<file path="src/rtl/serial_adder_pkg.sv">
// Shared definitions for the serial adder: FSM state encodings.
package adder_defs;

  typedef enum logic [1:0] {
    IDLE = 2'b00,
    ADD  = 2'b01,
    DONE = 2'b10
  } state_t;

endpackage

</file>
<file path="src/rtl/full_adder_bit.sv">
// One-bit full adder made from two half adders with the carries ORed together.
module full_adder_bit (
  input  logic a_i,
  input  logic b_i,
  input  logic carry_i,
  output logic sum_o,
  output logic carry_o
);

  logic partSum;
  logic partCarry;
  logic finalCarry;

  half_adder firstHalf (
    .a_i     (a_i),
    .b_i     (b_i),
    .sum_o   (partSum),
    .carry_o (partCarry)
  );

  half_adder secondHalf (
    .a_i     (partSum),
    .b_i     (carry_i),
    .sum_o   (sum_o),
    .carry_o (finalCarry)
  );

  assign carry_o = partCarry | finalCarry;

endmodule

</file>
<file path="src/rtl/half_adder.sv">
// One-bit half adder, the building block for the per-bit full adder.
module half_adder (
  input  logic a_i,
  input  logic b_i,
  output logic sum_o,
  output logic carry_o
);

  assign sum_o   = a_i ^ b_i;
  assign carry_o = a_i & b_i;

endmodule

</file>
<file path="src/rtl/serial_adder.sv">
// Bit-serial adder: accepts two operands, adds one bit per cycle LSB first,
// then holds the sum and carry until the consumer takes them.
module serial_adder
  import adder_defs::*;
#(
  parameter int WIDTH = 8
) (
  input  logic             clk,
  input  logic             rst,
  input  logic             in_valid,
  output logic             in_ready,
  input  logic [WIDTH-1:0] ip1,
  input  logic [WIDTH-1:0] ip2,
  output logic             out_valid,
  input  logic             out_ready,
  output logic [WIDTH-1:0] sum,
  output logic             carry,
  output logic             busy
);

  localparam int            CW   = $clog2(WIDTH + 1);
  localparam logic [CW-1:0] LAST = CW'(WIDTH - 1);

  state_t           state_q, state_d;
  logic [WIDTH-1:0] opA_q, opB_q, result_q;
  logic [WIDTH-1:0] resultShift;
  logic [CW-1:0]    count_q;
  logic             carry_q;
  logic             bitSum, bitCarry;
  logic             accept;

  full_adder_bit bitAdder (
    .a_i     (opA_q[0]),
    .b_i     (opB_q[0]),
    .carry_i (carry_q),
    .sum_o   (bitSum),
    .carry_o (bitCarry)
  );

  always_ff @(posedge clk) begin
    if (rst) state_q <= IDLE;
    else     state_q <= state_d;
  end

  always_comb begin
    state_d = state_q;
    unique case (state_q)
      IDLE:    if (in_valid)         state_d = ADD;
      ADD:     if (count_q == LAST)  state_d = DONE;
      DONE:    if (out_ready)        state_d = IDLE;
      default:                       state_d = IDLE;
    endcase
  end

  always_comb begin
    in_ready  = (state_q == IDLE);
    busy      = (state_q == ADD);
    out_valid = (state_q == DONE);
  end

  assign accept = in_valid && in_ready;

  // New sum bit enters at the MSB so the LSB-first result lands aligned after WIDTH shifts.
  always_comb begin
    resultShift             = result_q >> 1;
    resultShift[WIDTH-1]    = bitSum;
  end

  always_ff @(posedge clk) begin
    if (rst) begin
      opA_q    <= '0;
      opB_q    <= '0;
      result_q <= '0;
      carry_q  <= 1'b0;
      count_q  <= '0;
    end else if (accept) begin
      opA_q    <= ip1;
      opB_q    <= ip2;
      result_q <= '0;
      carry_q  <= 1'b0;
      count_q  <= '0;
    end else if (state_q == ADD) begin
      opA_q    <= opA_q >> 1;
      opB_q    <= opB_q >> 1;
      result_q <= resultShift;
      carry_q  <= bitCarry;
      count_q  <= count_q + CW'(1);
    end
  end

  assign sum   = result_q;
  assign carry = carry_q;

endmodule

</file>
<file path="config.mk">
export PLATFORM = sky130hd
export DESIGN_NAME = serial_adder
export DESIGN_NICKNAME = d
export VERILOG_FILES = /design/src/rtl/serial_adder_pkg.sv /design/src/rtl/full_adder_bit.sv /design/src/rtl/half_adder.sv /design/src/rtl/serial_adder.sv
export SDC_FILE = /design/constraint.sdc
export NUM_CORES = 1
export LEC_CHECK = 0
export CAP_MARGIN = 25
export CORE_UTILIZATION = 45
export CTS_CLUSTER_SIZE = 30
export DETAILED_ROUTE_END_ITERATION = 16
export PLACE_DENSITY = 0.78
export SYNTH_ARGS = -nofsm -noshare
export SYNTH_HDL_FRONTEND = slang
export SYNTH_SLANG_ARGS = --single-unit
</file>
<file path="constraint.sdc">
create_clock -name clk -period 1.9 [get_ports clk]
set_clock_uncertainty 0.15 [all_clocks]
set_input_delay 0.285 -clock clk [delete_from_list [all_inputs] [get_ports clk]]
set_output_delay 0.285 -clock clk [all_outputs]
set_load 0.01 [all_outputs]
</file>
After elaboration in Yosys (flattened, before gate mapping)

Index checks and enable logic that the tools add are counted.

Flip-flop bits (word level): 31
Input bits: 20
Output and inout bits: 12
Logic and storage cells: 31

Add/sub/neg operators: 1
Equal/unequal tests: 6
Mux-type cells: 8
Bitwise logic cells: 5
Reductions and logical operators: 5

Operator list:

| operator                                       | count |
|---|---|
| 2-to-1 mux 8 bit                               | 4 |
| 2-to-1 mux 2 bit                               | 3 |
| case mux 2 bit (3 select lines)                | 1 |
| adder 4 x 1 -> 4 bit (second input constant)   | 1 |
| == test 4 x 3 -> 1 bit (second input constant) | 1 |
| != test 2 x 1 -> 1 bit (second input constant) | 2 |
| AND reduction 3 bit                            | 1 |
| AND 1 bit                                      | 2 |
| == test 2 x 1 -> 1 bit (second input constant) | 1 |
| == test 2 bit (second input constant)          | 1 |
| zero test 2 bit                                | 1 |
| != test 2 bit (second input constant)          | 1 |
| nonzero test 2 bit                             | 1 |
| OR reduction 2 bit                             | 1 |
| bitwise XOR 1 bit                              | 2 |
| logical AND 1 bit                              | 1 |
| OR 1 bit                                       | 1 |

Depth between registers and ports, before layout

Gate-level depths: netlist (run 1).

Depth in word-level cells: 3
Depth in mapped cells: 6

Cells and area by module

From an unflattened synthesis (run 1), not the netlist that was laid out.

Cell total of the unflattened synthesis: 174
Area total of the unflattened synthesis: 1472.7 µm²

By module, submodules not included:

| module         | instances | cells an instance | area each (µm²) |
|---|---|---|---|
| serial_adder   | 1         | 171               | 1441.4 |
| half_adder     | 2         | 1                 | 12.5 |
| full_adder_bit | 1         | 1                 | 6.3 |

Worst setup path after synthesis (run 1)

No wires, ideal clock.

Path kind: register -> register
Start: register state_q[0]
End: register count_q[0]
Setup time: 0.115 ns
Arrival time: 1.030 ns
Slack: 0.606 ns
Stages on the path, launching flop included: 6
Path buffers: 2
Clock period less this slack: 1.294 ns
Cell sequence: dfxtp_1 -> buf_4 -> nor2_2 -> a21o_1 -> buf_4 -> nor2_1

Longest elaborated chain between the ends: 3
Elaborated cells on any way between the ends: 4

RTL lines:

| element                      | line               | text |
|---|---|---|
| start: declaration           | serial_adder.sv:24 | `state_t state_q, state_d;` |
| start signal: assignment     | serial_adder.sv:42 | `else state_q <= state_d;` |
| zero test 2 bit              | serial_adder.sv:56 | `in_ready = (state_q == IDLE);` |
| named net in_ready           | serial_adder.sv:11 | `output logic in_ready,` |
| logical AND 1 bit            | serial_adder.sv:61 | `assign accept = in_valid && in_ready;` |
| OR reduction 2 bit (no line) | n/a                |  |
| end signal: assignment       | serial_adder.sv:87 | `count_q <= count_q + CW'(1);` |
| end: declaration             | serial_adder.sv:27 | `logic [CW-1:0] count_q;` |

The timed path passes the listed nets, and every way through them passes these cells.
A chain may end at the register's enable or synchronous reset.

Worst setup path after layout (run 1)

Start: register carry_q, in the netlist carry
End: output carry

RTL lines:

| element                  | line               | text |
|---|---|---|
| start: declaration       | serial_adder.sv:28 | `logic carry_q;` |
| start signal: assignment | serial_adder.sv:86 | `carry_q <= bitCarry;` |
| end: declaration         | serial_adder.sv:17 | `output logic carry,` |

No word-level cell between the ends.

==> impl_summary.txt, run 1 <==
----------------------------------------------------
[Drt]
  Total vias in the final route ... 1,350
  Average wire per standard cell ... 13.6 um
  Starting DRC count in detailed routing ... 56
  Total Routed Length ... 3420 um
  Detailed-routing iteration count for the pre-antenna-repair pass ... 4
  Detailed-route vias per instance ... 5.38
  Drt drc ... 0
  Remaining number of nets flagged by the antenna check after routing ... 0

[Place]
  Post-DP HPWL ... 2300 um
  Quantity of I/O buffers inserted on ports ... 31
  GP Congestion ... 0.745
  # placed instances ... 243

[Clocking]
  Max Buffers Root-to-Sink ... 2
  H-tree depth ... 2
  Root buf cell ... clkbuf_4
  Clock slew at the register clock pins of the worst setup and hold paths ... 0.11 ns
  TritonCTS buffer count ... 5
  Post-CTS Setup Inserts ... 0
  TritonCTS clock tree ... yes
  Num Clock Sinks ... 31
  Clock latency at the later pin of the worst-skew pair ... 0.35 ns

[Critical path]
  Family with the most delay on the worst path ... buffers and inverters
  Required time reported for the critical path endpoint ... 1.46 ns
  Data arrival time at the worst-slack endpoint ... 1.33 ns
  Cell chain of the critical path ... clkdlybuf4s50_1
  Worst R2R Path Depth ... 4
  Logic depth of the worst path, buffers included ... 1
  Critical path startpoint category ... flop
  Highest net fanout along the worst path ... 3
  Critical-path top delay cell ... clkdlybuf4s50_1
  Biggest cell delay along the critical path ... 0.56 ns
  Number of buffer and inverter stages on the critical path ... 1
  Crit end category ... output port
  Critical setup path kind ... reg -> out

[Logic synthesis]
  Leading cell types by total area after synthesis ... dfxtp_1, a21oi_1, o221a_1
  Combinational family with the most area after synthesis ... compound AO/OA/AOI/OAI gates
  Async set-or-reset flop fraction in the synthesized netlist ... 0%
  Distinct cell type count of the synthesized netlist ... 30
  Cell area after synthesis ... 1480 um2
  Post-Syn Area per Cell ... 8.44 um2
  Prevailing post-synth register cell ... dfxtp_1
  Gate count of the mapped netlist ... 175
  Most frequent cells after synthesis ... a21oi_1, dfxtp_1, nand2_1
  Synth Area in XOR/XNOR ... 1.19%
  Yosys warning total ... 0
  Multiplexer fraction of the synthesized cell area ... 0%
  Yosys top cell area share ... 42.0%
  Most frequent cell after synthesis ... a21oi_1
  Number of enable-type register cells in the synthesized netlist ... 0
  Adder-Cell Fraction of Synth Area ... 2.20%
  Compound-gate portion of the synthesized area ... 28.5%
  Post-synth top area cell ... dfxtp_1
  Net Count, Synth ... 197
  Seq/Total Area, Yosys ... 42.0%
  Simple-gate portion of the synthesized area ... 15.6%
  Register bit count reported by yosys ... 31

[Power and ir drop]
  Power consumption ... 1330 uW
  Power per standard cell area ... 708 nW/um2
  LEAKAGE ... 0.000705 uW
  Worst VDD drop ... 0.000449 V

[Timing]
  Hold Violations, Final ... 0
  Time the final worst path needs with I/O delays and setup ... 1.76 ns
  Max_slew headroom ... 81.6%
  Share of the clock period used by the worst path ... 92.9%
  Setup-violating endpoint count in the final report ... 0
  Maximum operating frequency ... 0.567 GHz
  Max-slew violations ... 0
  Sum of negative setup slack ... 0 ns
  RSZ-0062 raised after global routing ... false
  Tightest Pin Transition ... 0.277 ns
  Smallest hold slack ... 0.326 ns

[Min path]
  Classification of the worst-slack hold path ... reg -> reg
  Depth of the worst hold-timing path ... 2

[Flow run]
  Max-capacitance violation count ... 0

[Die]
  Effective utilization at floorplan ... 48.0%
  Number of top-level design ports ... 32
  FP Rows ... 20
  DIE HEIGHT ... 59.3 um
  Die ar. ... 3510 um2
  Area of the core ... 3080 um2
  Die width ... 59.3 um

[Global routing]
  Antenna violations before repair ... 0
  Maximum number of pins on one net before global-route repair ... 27
  Global-route wire length before repair ... 5650 um
  Overall fraction of global-route tracks in use ... 21.9%
  Global route total overflow ... 0
  Number of global-route vias before repair ... 1,362

[Finish]
  Post-layout util ... 60.8%
  Synth-to-Final Area Change ... 26.7%
  Final net count ... 228
  Number of fill cells ... 285
  Count of inserted antenna diode cells ... 0
  Fraction of layout instances using a drive strength above 1 ... 9.66%
  Finished Layout Cells ... 251

[Status]
  Run status ... complete, no violations

----------------------------------------------------
## layer usage
metal	vias up	part of all wire (%)	global-route usage, %
met4	0	2.8	15.3
li1	669	-	-
met1	635	43	23.4
met5	-	0	0
met2	37	50	38.0
met3	9	4.5	4.80
## state kept, by name, indices dropped and copies added (netlist names)
signal,cells
count_q,4
sum,8
carry,1
opA_q,8
opB_q,8
state_q,2
## metrics by stage
stage	worst slack (ns)	area [um2]
floorplan	0.606	1480
global placement	0.234	1820
detailed placement	0.202	1820
CTS	0.126	1870
global route	0.0706	1870
finish	0.135	1870
## placed cells by master, fill, tap and decap left out, drive strengths merged
master         instances
o21ai                  2
a21o                   1
clkinv                 1
nand2b                 3
clkbuf                 5
nand3b                 1
o221a                 14
nor2b                  1
dfxtp                 31
buf                    8
clkdlybuf4s50         28
o22a                   7
and4b                  1
dlygate4sd2            3
inv                   15
fa                     1
ha                     1
nand3                  2
xnor2                  1
nand2                 21
clkinvlp               2
nand4b                 1
nor2                  18
a32oi                  1
xor2                   1
nor4                   1
or3                    1
a21oi                 35
## kinds of logic (layout without fill, tap and decap cells)
family | count (synthesis) | in the layout
AO/OA/AOI/OAI | 60 | 60
AND/OR/NAND/NOR | 50 | 50
flip-flops | 31 | 31
adder cells (fa/ha/maj) | 2 | 2
buffers and inverters | 30 | 62
XOR/XNOR | 2 | 2
## what timing repair did
action,4_1_cts,5_1_grt
setup endpoints to repair,3,0
hold buffers,0,0
gates resized for setup,4,0
## final cells by class
type                       count  area, um2  area share (%)
clock buffer                   5       37.5            2.01
clock inverter                 3       20.0            1.07
inverter                      15       56.3            3.01
multi-input combinational    114        701            37.5
sequential                    31        622            33.2
tap                           44       55.1            2.94
timing repair buffer          39        379            20.3
## where the power goes
part | leakage (uW) | switching [uW] | internal, uW
clock | 0.0000272 | 257 | 141
combinational | 0.000423 | 99.1 | 113
sequential | 0.000254 | 30.3 | 685
## worst paths after layout
check / startpoint / to / slack [ns]
worst min register to register: sum[0] / sum[0] / 0.33
worst max-delay path: carry / carry / 0.14
worst max register to register: state_q[1] / count_q[3] / 0.41
worst min-delay path: sum[0] / sum[0] / 0.33
No activity file was read; power rests on OpenSTA's default activity.
==> run 2: changes to the inputs <==
--- a/config.mk
+++ b/config.mk
@@ -6,10 +6,12 @@
 export NUM_CORES = 1
 export LEC_CHECK = 0
 export CAP_MARGIN = 25
-export CORE_UTILIZATION = 45
+export CORE_UTILIZATION = 50
 export CTS_CLUSTER_SIZE = 30
 export DETAILED_ROUTE_END_ITERATION = 16
-export PLACE_DENSITY = 0.78
+export PLACE_DENSITY = 0.85
+export REMOVE_ABC_BUFFERS = 1
+export SLEW_MARGIN = 10
 export SYNTH_ARGS = -nofsm -noshare
 export SYNTH_HDL_FRONTEND = slang
 export SYNTH_SLANG_ARGS = --single-unit
==> run 2 against run 1 <==
  * Register-to-register slack hardly changed
  * Die area down 9.7%
  * Hold slack lost 0.0052 ns
  * Sequential cell count unchanged
  * Cell count down 5.6%
  * Critical path type unchanged
==> impl_summary.txt, run 2 (synthesis results as in run 1) <==
----------------------------------------------------
[Power and ir drop]
  Sw Pwr ... 331 uW
  Worst VDD drop ... 0.000533 V
  Int Pwr ... 929 uW
  Portion of total power attributed to the clock network ... 26.6%
  LEAKAGE ... 0.000719 uW
  Gate power share ... 16.6%
  Power per standard cell area ... 683 nW/um2
  Switching share of power ... 26.3%
  Sequential share of power ... 56.8%

[Clocking]
  Post-cts sizing count ... 3
  Clock latency at the later pin of the worst-skew pair ... 0.33 ns
  Max Buffers Root-to-Sink ... 2
  H-tree depth ... 2
  Hold buffer count at CTS ... 0
  Root buf cell ... clkbuf_4
  TritonCTS clock tree ... yes
  Num Clock Sinks ... 31
  Clock slew at the register clock pins of the worst setup and hold paths ... 0.08 ns
  TritonCTS buffer count ... 5
  Post-CTS Setup Inserts ... 0

[Finish]
  Final std cell area, no fill ... 1840 um2
  Final net count ... 229
  Commonest cells after routing, fill and taps aside ... a21oi_1, dfxtp_1, clkdlybuf4s50_1
  Most frequent standard cell in the layout excluding fill and tap cells ... a21oi_1
  Finished Layout Cells ... 237
  Synth-to-Final Area Change ... 24.9%
  Count of inserted antenna diode cells ... 0
  Fraction of layout instances using a drive strength above 1 ... 9.22%
  Post-layout util ... 66.3%

[Critical path]
  Critical-path top delay cell ... clkdlybuf4s50_1
  Biggest cell delay along the critical path ... 0.55 ns
  Critical path startpoint category ... flop
  Family with the most delay on the worst path ... buffers and inverters
  Crit end category ... output port
  Required time reported for the critical path endpoint ... 1.46 ns
  Data arrival time at the worst-slack endpoint ... 1.37 ns
  Highest net fanout along the worst path ... 5
  Cell chain of the critical path ... nor2_4 > clkdlybuf4s50_1
  Number of buffer and inverter stages on the critical path ... 1
  Critical setup path kind ... reg -> out

[Timing]
  Tightest Pin Transition ... 0.392 ns
  Time the final worst path needs with I/O delays and setup ... 1.81 ns
  Setup-violating endpoint count in the final report ... 0
  Hold Violations, Final ... 0
  Max-slew violations ... 0
  Maximum operating frequency ... 0.553 GHz
  Share of the clock period used by the worst path ... 95.1%
  Final worst-path setup slack ... 0.0930 ns
  RSZ-0062 raised after global routing ... false
  Max_slew headroom ... 73.8%

[Drt]
  Total Routed Length ... 3220 um
  Detailed-route vias per instance ... 5.62
  Drt drc ... 0
  Starting DRC count in detailed routing ... 37
  Average wire per standard cell ... 13.6 um
  Remaining number of nets flagged by the antenna check after routing ... 0
  Detailed-routing iteration count for the pre-antenna-repair pass ... 4
  Total vias in the final route ... 1,331

[Die]
  Area of the core ... 2780 um2
  Die ar. ... 3170 um2
  FP Rows ... 19
  Number of top-level design ports ... 32
  Effective utilization at floorplan ... 53.1%
  DIE HEIGHT ... 56.3 um
  Die width ... 56.3 um

[Global routing]
  Number of global-route vias before repair ... 1,172
  Antenna violations before repair ... 0
  Maximum number of pins on one net before global-route repair ... 27
  Overall fraction of global-route tracks in use ... 21.6%
  Global route total overflow ... 0
  Global-route wire length before repair ... 5290 um

[Flow run]
  Max-capacitance violation count ... 0

[Place]
  # placed instances ... 231
  Placement Cell Area ... 1790 um2
  Quantity of I/O buffers inserted on ports ... 31
  Setup slack after placement ... 0.108 ns
  GP Congestion ... 0.771
  Post-DP HPWL ... 2210 um

[Min path]
  Classification of the worst-slack hold path ... reg -> reg

[Status]
  Run status ... complete, no violations

----------------------------------------------------
[run 2: cell type report]
cell class | instances | area (um2)
tap | 31 | 38.8
sequential | 31 | 623
clock buffer | 6 | 41.3
fill | 244 | 937
multi-input combinational | 114 | 706
timing repair buffer | 40 | 379
inverter | 15 | 56.3
[run 2: path summary, 6_finish.rpt]
path         cells past startpoint          to  slack, ns        from
min reg2reg                      2      sum[0]       0.32      sum[0]
max                              2    in_ready       0.09  state_q[0]
min                              2      sum[0]       0.32      sum[0]
max reg2reg                      4  count_q[3]       0.41  state_q[1]
[run 2: metrics by stage]
step	hold slack (ns)	TNS, ns	power, uW
3_5_place_dp	0.311	0	937
5_1_grt	0.339	0	1320
6_report	0.321	0	1260
4_1_cts	0.323	0	1270
3_3_place_gp	0.303	0	928
2_1_floorplan	0.204	-2.23	831
[run 2: layer usage]
layer  global-route usage (%)  routed length, um  up-vias
li1                         -                  -      671
met1                     27.9               1470      621
met2                     32.0               1500       30
met3                     6.22                183        9
met4                     12.5                 69        0
met5                        0                  0        -
[run 2: power by group through the flow]
stage,combinational [uW],sequential [uW],clock (uW)
after floorplan,105,726,0
after global placement,201,726,0
after detailed placement,208,729,0
after CTS,209,714,345
after global routing,234,719,370
final,210,715,335
[run 2: worst reg2reg max path: cells and delay by family, from the launching register on]
| family | cells | cell delay, ns |
|---|---|---|
| compound gates | 1 | 0.14 |
| simple gates | 2 | 0.55 |
| buf+inv | 1 | 0.23 |
| flops | 1 | 0.36 |
==> run 3: changes to the inputs <==
--- a/config.mk
+++ b/config.mk
@@ -6,10 +6,12 @@
 export NUM_CORES = 1
 export LEC_CHECK = 0
 export CAP_MARGIN = 25
-export CORE_UTILIZATION = 50
+export CELL_PAD_IN_SITES_DETAIL_PLACEMENT = 1
+export CELL_PAD_IN_SITES_GLOBAL_PLACEMENT = 1
+export CORE_UTILIZATION = 39
 export CTS_CLUSTER_SIZE = 30
 export DETAILED_ROUTE_END_ITERATION = 16
-export PLACE_DENSITY = 0.85
+export PLACE_DENSITY = 0.89
 export REMOVE_ABC_BUFFERS = 1
 export SLEW_MARGIN = 10
 export SYNTH_ARGS = -nofsm -noshare
==> run 3 against run 2 <==
  * Global-route usage up 1.2 points
  * Setup slack gained 0.14 ns
  * Utilization decreased by 11 points
  * Hold slack got worse by 0.0043 ns
  * Clock power up 54%
  * Cell count is 6.8% higher
  * Maximum frequency increased by 8.1%
  * Critical endpoint is now sum[7]
  * Highest routed layer unchanged
==> impl_summary.txt, run 3 (synthesis results as in run 1) <==
----------------------------------------------------
[Global routing]
  Maximum number of pins on one net before global-route repair ... 27
  Global route total overflow ... 0
  Layer carrying the most global-route usage ... met2
  Antenna violations before repair ... 0
  Met2 layer usage reported by global route ... 41.0%
  Global-route wire length before repair ... 7130 um
  Routing usage on met1 ... 26.5%
  Met3 demand-to-capacity share in global routing ... 4.71%
  Number of global-route vias before repair ... 1,508
  Overall fraction of global-route tracks in use ... 22.8%

[Timing]
  Tightest Pin Transition ... 0.435 ns
  Max-slew violations ... 0
  Share of the clock period used by the worst path ... 87.9%
  Setup-violating endpoint count in the final report ... 0
  Time the final worst path needs with I/O delays and setup ... 1.67 ns
  Hold Violations, Final ... 0
  Max_slew headroom ... 71.0%
  Maximum operating frequency ... 0.598 GHz
  RSZ-0062 raised after global routing ... false
  Final worst-path setup slack ... 0.229 ns

[Die]
  Die ar. ... 4040 um2
  Die width ... 63.5 um
  Number of top-level design ports ... 32
  DIE HEIGHT ... 63.5 um
  Area of the core ... 3470 um2
  FP Rows ... 21
  Effective utilization at floorplan ... 42.6%

[Min path]
  Classification of the worst-slack hold path ... reg -> reg

[Critical path]
  Biggest cell delay along the critical path ... 0.59 ns
  Cell chain of the critical path ... clkdlybuf4s50_1
  Critical setup path kind ... reg -> out
  Family with the most delay on the worst path ... buffers and inverters
  Critical path startpoint category ... flop
  Data arrival time at the worst-slack endpoint ... 1.24 ns
  Critical-path top delay cell ... clkdlybuf4s50_1
  Required time reported for the critical path endpoint ... 1.46 ns
  Highest net fanout along the worst path ... 3
  Number of buffer and inverter stages on the critical path ... 1
  Crit end category ... output port

[Power and ir drop]
  Power per standard cell area ... 757 nW/um2
  LEAKAGE ... 0.000756 uW
  Worst VDD drop ... 0.000444 V
  Power consumption ... 1450 uW

[Drt]
  Total Routed Length ... 4190 um
  Remaining number of nets flagged by the antenna check after routing ... 0
  Detailed-routing iteration count for the pre-antenna-repair pass ... 4
  Total vias in the final route ... 1,392
  Detailed-route vias per instance ... 5.50
  Average wire per standard cell ... 16.5 um
  Starting DRC count in detailed routing ... 57
  Drt drc ... 0

[Place]
  Quantity of I/O buffers inserted on ports ... 31
  Post-DP HPWL ... 2940 um
  # placed instances ... 246
  Setup slack after placement ... 0.0637 ns
  GP Congestion ... 0.778

[Clocking]
  Max Buffers Root-to-Sink ... 2
  TritonCTS buffer count ... 5
  Root buf cell ... clkbuf_8
  H-tree depth ... 2
  Clock latency at the later pin of the worst-skew pair ... 0.28 ns
  Clock slew at the register clock pins of the worst setup and hold paths ... 0.06 ns
  Post-CTS Setup Inserts ... 0
  Num Clock Sinks ... 31
  TritonCTS clock tree ... yes

[Finish]
  Most frequent standard cell in the layout excluding fill and tap cells ... a21oi_1
  Commonest cells after routing, fill and taps aside ... a21oi_1, dfxtp_1, clkdlybuf4s50_1
  Area taken by flip-flops and latches ... 623 um2
  Fraction of layout instances using a drive strength above 1 ... 10.1%
  Number of fill cells ... 431
  Finished Layout Cells ... 253
  Count of inserted antenna diode cells ... 0
  Final net count ... 229
  Synth-to-Final Area Change ... 29.4%
  Area taken by multi-input logic gates ... 701 um2

[Flow run]
  Max-capacitance violation count ... 0

[Status]
  Run status ... complete, no violations

----------------------------------------------------
[run 3: worst min-delay path, stage by stage (launching register included)]
cell	delay (ns)
dfxtp_1	0.31
nand2_1	0.05
a21oi_1	0.06
[run 3: per-layer routing]
metal	vias up	wire length, um
met2	30	2220
li1	668	-
met4	0	125
met1	684	1700
met3	10	137
met5	-	0
[run 3: area by class of cell]
cell class,count,share of cell area [%]
timing repair buffer,40,20.2
clock inverter,1,0.262
clock buffer,6,4.32
tap,46,3.01
multi-input combinational,114,36.7
sequential,31,32.6
inverter,15,2.95
[run 3: report_power, final]
part / switching [uW] / leakage, uW / internal, uW
Sequential: 32.5 / 0.000255 / 686
Clock: 232 / 0.0000470 / 284
Combinational: 103 / 0.000454 / 110
Total: 367 / 0.000756 / 1080
[run 3: per-stage QoR]
step | TNS [ns] | area [um2] | util, % | hold WS (ns)
2_1_floorplan | -2.23 | 1380 | - | 0.204
3_3_place_gp | 0 | 1810 | 52.3 | 0.301
3_5_place_dp | 0 | 1810 | 52.3 | 0.316
4_1_cts | 0 | 1900 | 54.9 | 0.324
5_1_grt | 0 | 1910 | 55.1 | 0.358
6_report | 0 | 1910 | 55.1 | 0.317
[run 3: what timing repair did]
action                                  4_1_cts  5_1_grt
cloned                                        0        0
resized for setup                             2        3
hold buffers                                  0        0
endpoints found under the setup margin        3        3
[run 3: path summary, 6_finish.rpt]
kind	startpoint	slack (ns)	endpoint	depth (start not counted)
max reg2reg	state_q[1]	0.38	count_q[3]	4
max	sum[7]	0.23	sum[7]	1
min	sum[0]	0.32	sum[0]	2
min reg2reg	sum[0]	0.32	sum[0]	2
